`config.mk`:
```
export PLATFORM = sky130hd
export DESIGN_NAME = pin_sender
export DESIGN_NICKNAME = d
export VERILOG_FILES = /design/src/rtl/pin_sender.sv
export SDC_FILE = /design/constraint.sdc
export NUM_CORES = 1
export LEC_CHECK = 0
export ABC_CLOCK_PERIOD_IN_PS = 2100
export BUFFER_PORTS_ARGS = -buffer_cell sky130_fd_sc_hd__clkbuf_2
export CAP_MARGIN = 15
export CORE_ASPECT_RATIO = 0.8
export CORE_UTILIZATION = 50
export CTS_CLUSTER_DIAMETER = 200
export DETAILED_ROUTE_END_ITERATION = 8
export GPL_ROUTABILITY_DRIVEN = 1
export PLACE_DENSITY = 0.75
export SETUP_SLACK_MARGIN = 0.15
export SLEW_MARGIN = 20
export SYNTH_ARGS = -nofsm -noshare
export SYNTH_HDL_FRONTEND = slang
export SYNTH_SLANG_ARGS = --single-unit
```
`constraint.sdc`:
```
create_clock -name clk_2 -period 2.1 [get_ports clk_2]
set_input_delay 0.21 -clock clk_2 [delete_from_list [all_inputs] [get_ports clk_2]]
set_output_delay 0.21 -clock clk_2 [all_outputs]
set_load 0.005 [all_outputs]
```
`src/rtl/pin_sender.sv`:
```
// PIN sender: shows a card to the teller, sends a 3-digit code framed by a zero separator,
// waits for cash/destroy response. Optional retry on timeout: define PIN_SENDER_RETRY_EN.
module pin_sender #(
  parameter int HOLD    = 1,
  parameter int TIMEOUT = 8,
  parameter int MAX_TRY = 3
) (
  input  logic       clk_2,
  input  logic       reset,
  input  logic       start,
  input  logic       abort,
  input  logic [2:0] dig0,
  input  logic [2:0] dig1,
  input  logic [2:0] dig2,
  input  logic       dinheiro,
  input  logic       destroi,
  output logic       cartao,
  output logic [2:0] cod,
  output logic       busy,
  output logic       done,
  output logic       ok,
  output logic       fail,
  output logic       err,
  output logic [1:0] tries,
  output logic [2:0] dbg_state_o
);

  typedef enum logic [2:0] {
    S_IDLE, S_SYNC, S_D0, S_D1, S_D2, S_WAIT, S_END
  } state_t;

  localparam logic [3:0] HOLD_LAST = 4'(HOLD - 1);
  localparam logic [7:0] WAIT_LAST = 8'(TIMEOUT - 1);
`ifdef PIN_SENDER_RETRY_EN
  localparam logic [1:0] TRY_LIMIT = 2'(MAX_TRY);
`else
  // Single attempt, still bounded by MAX_TRY.
  localparam logic [1:0] TRY_LIMIT = 2'((MAX_TRY < 1) ? MAX_TRY : 1);
`endif

  state_t     state_q, state_d;
  logic [3:0] hold_q, hold_d;
  logic [7:0] wait_q, wait_d;
  logic [1:0] tries_q, tries_d;
  logic [2:0] d0_q, d0_d, d1_q, d1_d, d2_q, d2_d;
  logic       cartao_q, cartao_d;
  logic [2:0] cod_q, cod_d;
  logic       busy_q, busy_d;
  logic       done_q, done_d;
  logic       ok_q, ok_d, fail_q, fail_d, err_q, err_d;
  logic       code_legal;
  logic       in_send;

  assign code_legal = (dig0 != 3'd0) && (dig1 != dig0) && (dig2 != dig1);
  assign in_send    = (state_q == S_SYNC) || (state_q == S_D0) || (state_q == S_D1) ||
                      (state_q == S_D2) || (state_q == S_WAIT);

  always_comb begin
    state_d = state_q;
    hold_d  = hold_q;
    wait_d  = wait_q;
    tries_d = tries_q;
    d0_d    = d0_q;
    d1_d    = d1_q;
    d2_d    = d2_q;
    ok_d    = ok_q;
    fail_d  = fail_q;
    err_d   = err_q;
    done_d  = 1'b0;
    if (in_send && abort) begin
      // Abort beats any response arriving in the same cycle.
      state_d = S_IDLE;
      fail_d  = 1'b1;
      done_d  = 1'b1;
    end else begin
      case (state_q)
        S_IDLE: begin
          if (start) begin
            if (code_legal) begin
              d0_d    = dig0;
              d1_d    = dig1;
              d2_d    = dig2;
              ok_d    = 1'b0;
              fail_d  = 1'b0;
              err_d   = 1'b0;
              tries_d = 2'd1;
              hold_d  = '0;
              state_d = S_SYNC;
            end else begin
              err_d  = 1'b1;
              done_d = 1'b1;
            end
          end
        end
        S_SYNC, S_D0, S_D1, S_D2: begin
          if (hold_q == HOLD_LAST) begin
            hold_d = '0;
            case (state_q)
              S_SYNC:  state_d = S_D0;
              S_D0:    state_d = S_D1;
              S_D1:    state_d = S_D2;
              default: begin
                state_d = S_WAIT;
                wait_d  = '0;
              end
            endcase
          end else begin
            hold_d = hold_q + 4'd1;
          end
        end
        S_WAIT: begin
          if (destroi) begin
            fail_d  = 1'b1;
            state_d = S_END;
          end else if (dinheiro) begin
            ok_d    = 1'b1;
            state_d = S_END;
          end else if (wait_q == WAIT_LAST) begin
`ifdef PIN_SENDER_RETRY_EN
            if (tries_q < TRY_LIMIT) begin
              tries_d = tries_q + 2'd1;
              hold_d  = '0;
              state_d = S_SYNC;
            end else begin
              fail_d  = 1'b1;
              state_d = S_END;
            end
`else
            fail_d  = 1'b1;
            state_d = S_END;
`endif
          end else begin
            wait_d = wait_q + 8'd1;
          end
        end
        S_END:   state_d = S_IDLE;
        default: state_d = S_IDLE;
      endcase
    end
    if (state_d == S_END) done_d = 1'b1;
    // Registered outputs follow the state being entered.
    busy_d   = (state_d != S_IDLE);
    cartao_d = (state_d != S_IDLE) && (state_d != S_END);
    case (state_d)
      S_D0:         cod_d = d0_d;
      S_D1:         cod_d = d1_d;
      S_D2, S_WAIT: cod_d = d2_d;
      default:      cod_d = 3'd0;
    endcase
  end

  always_ff @(posedge clk_2) begin
    if (reset) begin
      state_q  <= S_IDLE;
      hold_q   <= '0;
      wait_q   <= '0;
      tries_q  <= '0;
      d0_q     <= '0;
      d1_q     <= '0;
      d2_q     <= '0;
      cartao_q <= 1'b0;
      cod_q    <= '0;
      busy_q   <= 1'b0;
      done_q   <= 1'b0;
      ok_q     <= 1'b0;
      fail_q   <= 1'b0;
      err_q    <= 1'b0;
    end else begin
      state_q  <= state_d;
      hold_q   <= hold_d;
      wait_q   <= wait_d;
      tries_q  <= tries_d;
      d0_q     <= d0_d;
      d1_q     <= d1_d;
      d2_q     <= d2_d;
      cartao_q <= cartao_d;
      cod_q    <= cod_d;
      busy_q   <= busy_d;
      done_q   <= done_d;
      ok_q     <= ok_d;
      fail_q   <= fail_d;
      err_q    <= err_d;
    end
  end

  assign cartao      = cartao_q;
  assign cod         = cod_q;
  assign busy        = busy_q;
  assign done        = done_q;
  assign ok          = ok_q;
  assign fail        = fail_q;
  assign err         = err_q;
  assign tries       = tries_q;
  assign dbg_state_o = state_q;

endmodule

```
==> flow_metrics.py <==
metrics = {
    "logic_synthesis": {
        "ys_warn_count": 0,
        "synth_top_area_share_pct": 37.2,
        "ys_ff_latch": 34,
        "synthCells": 200,
        "synthTopCellsByCount": "dfxtp_1 (34), nor2_1 (26), mux2i_1 (13), inv_1 (9)",
        "ys_types": 59,
        "yosysSeqAreaShare_pct": 37.2,
        "synthesis.nets": 218,
        "post-synth-top-count-cell": "dfxtp_1",
        "synthMuxAreaShare_pct": 8.96,
        "synth_flop_cell": "dfxtp_1",
        "synth_edf_count": 0,
        "async_flop_share_pct": 0,
        "yosys.area_share.adder_pct": 2.05,
        "synth_area_per_cell_um2": 9.15,
        "synthTopCellsByArea": "dfxtp_1 (37%), mux2i_1 (7.1%), nor2_1 (5.3%)",
        "synth_compound_area_share_pct": 16.5,
        "synth_top_family_by_area": "simple AND/OR/NAND/NOR gates",
        "synthXorXnorAreaFrac_pct": 6.70,
        "synth_top_area_cell": "dfxtp_1",
        "netlist_area_mm2": 0.00183,
        "synth_simple_gate_area_share_pct": 21.3,
    },
    "worst_setup_path": {
        "cp-end-kind": "register",
        "cp-start-kind": "register",
        "worstPathMaxFanout": 4,
        "regToRegStartpoint": "hold_q[1]",
        "r2r_end": "cod[2]",
        "regToRegSetupSlack_ns": 0.16,
        "cp.required_ns": 2.26,
        "arrival_ns": 2.10,
        "crit_type": "reg -> reg",
        "timing.reg2reg.worst_path_depth": 8,
    },
    "route": {
        "remaining_drc_errors": 0,
        "wl_per_cell_um": 14.8,
        "ant_nets": 0,
        "viasPerCell": 5.53,
        "drtIter0Drc": 114,
        "vias": 1520,
        "dr.pass1.iters": 4,
        "totalWireLength_um": 4070,
    },
    "sta": {
        "setup_viol": 0,
        "fmax_ghz": 0.515,
        "rsz0062_at_grt": "yes",
        "min_period_over_period_pct": 92.5,
        "fin_crit_ns": 1.94,
        "clock_skew_ns": 0.00735,
        "hold_viol_final": 0,
        "tns_ns": 0,
        "maxSlewViolCount": 0,
    },
    "clock_network": {
        "clk_latency_ns": 0.28,
        "clk_pin_slew_worst_paths_ns": 0.07,
        "numCtsBuffers": 5,
        "cts.sink_count": 34,
        "clock_path_buffers": 2,
        "htreeDepth": 2,
        "cts_root_buf": "clkbuf_8",
        "cts_tree": "yes",
        "cts_hold_buf": 0,
    },
    "floorplan": {
        "ios": 29,
        "die-area_mm2": 0.00391,
        "coreArea_mm2": 0.00347,
        "rows": 19,
        "start_util_pct": 52.7,
        "die_w_um": 69.6,
        "die_h_um": 56.1,
    },
    "power": {
        "p_comb_share_pct": 26.6,
        "clock_power_share_pct": 29.2,
        "p_per_area_mw_per_mm2": 768,
        "power.total_uw": 1680,
        "power.switching_uw": 502,
        "ir_worst_vdd_v": 0.000470,
        "leakage_uw": 0.000936,
        "p_int_uw": 1180,
        "pwr-share-seq_pct": 44.2,
        "swShare_pct": 29.8,
    },
    "cells_and_area": {
        "final_nets": 250,
        "layout-drive-gt1-share_pct": 28.8,
        "diodes": 0,
        "n_fill_cell": 299,
        "area_growth_pct": 19.8,
    },
    "global_routing": {
        "grt_max_degree": 22,
        "antenna_found_initial": 0,
        "grt_usage_pct": 20.5,
        "grt_pass1_wl_um": 6390,
        "overflow": 0,
        "grt_pass1_vias": 1346,
    },
    "place": {
        "gp_congestion": 0.794,
        "port_buffers": 27,
        "hpwl_um": 2790,
    },
    "hold_path": {
        "worst_hold_path.num_cells": 3,
        "min_path_type": "in -> reg",
        "worstHoldStart": "dig0[0]",
        "hold_end": "d0_q[0]",
    },
    "flow_run": {
        "cap_violations": 0,
    },
    "run_status": {
        "status": "finished, final reports clean",
    },
}
[final cells by class]
class | count | area, µm² | share of cell area, %
multi-input combinational | 143 | 1100 | 50.0
sequential | 34 | 684 | 31.2
timing repair buffer | 38 | 230 | 10.5
clock buffer | 7 | 86.3 | 3.94
tap | 42 | 52.6 | 2.40
inverter | 10 | 37.5 | 1.71
clock inverter | 1 | 5.00 | 0.228
[cells by family after synthesis]
group / after synthesis
buffers and inverters: 23
and+or+nand+nor: 68
DFF: 34
muxes: 16
AOI/OAI and AO/OA: 41
adders and majority gates: 3
other: 1
xor gates and xnor gates: 14
[what timing repair did]
item	in CTS	in global routing
endpoints found under the setup margin	3	16
pin swaps	2	5
gates resized for setup	2	15
setup buffers	0	1
[cells in the final DEF (no fill, tap or decap), types with 4 or more instances in the layout]
| cell | n |
|---|---|
| nand4_1 | 4 |
| nor3_1 | 6 |
| xnor2_1 | 7 |
| nand3_1 | 4 |
| nor2_1 | 26 |
| inv_1 | 7 |
| xor2_1 | 7 |
| clkbuf_8 | 6 |
| a21oi_1 | 7 |
| o21ai_0 | 6 |
| buf_4 | 10 |
| dfxtp_1 | 31 |
| clkbuf_2 | 27 |
| mux2i_1 | 13 |
| nand2_1 | 4 |
[per-stage QoR]
step	util [%]	std cells	hold slack (ns)	area (µm²)	worst slack [ns]
detailed placement	58.2	266	0.464	2020	0.0525
global route	63.2	275	0.264	2190	0.0975
CTS	61.2	274	0.233	2120	0.161
finish	63.2	275	0.237	2190	0.157
floorplan	-	200	0.357	1840	0.204
global placement	58.2	266	0.456	2020	0.149
[metal layers]
layer  GRT usage, %  vias up  share of wire (%)
met3           6.52        4                5.5
met1           30.4      701                 51
li1               -      777                  -
met2           29.1       38                 43
met5              0        -                  0
met4           4.29        0               0.91
[worst max path at each step]
stage	from	to	slack, ns	depth (start not counted)
5_1_grt	hold_q[1]	cod[2]	0.1	8
3_5_place_dp	wait_q[0]	cod[1]	0.05	7
6_report	hold_q[1]	cod[2]	0.16	8
4_1_cts	dbg_state_o[2]	wait_q[5]	0.16	6
3_3_place_gp	wait_q[0]	cod[1]	0.15	7
2_1_floorplan	wait_q[0]	cod[2]	0.20	7
[state kept, by name, summed over array words and instances, names as in the netlist, 3 cells and up]
| signal | cells |
|---|---|
| dbg_state_o | 3 |
| cod | 3 |
| d2_q | 3 |
| d0_q | 3 |
| wait_q | 8 |
| d1_q | 3 |
| hold_q | 4 |
[worst max-delay path: stages, from the launching register on]
cell and delay [ns]:
dfxtp_2 0.34, inv_2 0.07, ha_4 0.14, or4b_4 0.47
o22ai_4 0.17, a21oi_4 0.07, mux2_4 0.31, mux2i_1 0.13
o22ai_1 0.11
[power by group through the flow]
| stage | Clock [µW] | Sequential [µW] | Combinational, µW |
|---|---|---|---|
| after floorplan | 0 | 743 | 313 |
| after global placement | 0 | 755 | 410 |
| after detailed placement | 0 | 755 | 417 |
| after CTS | 497 | 741 | 419 |
| after global routing | 526 | 750 | 482 |
| final | 492 | 744 | 448 |
(Power assumes the default switching activity.)
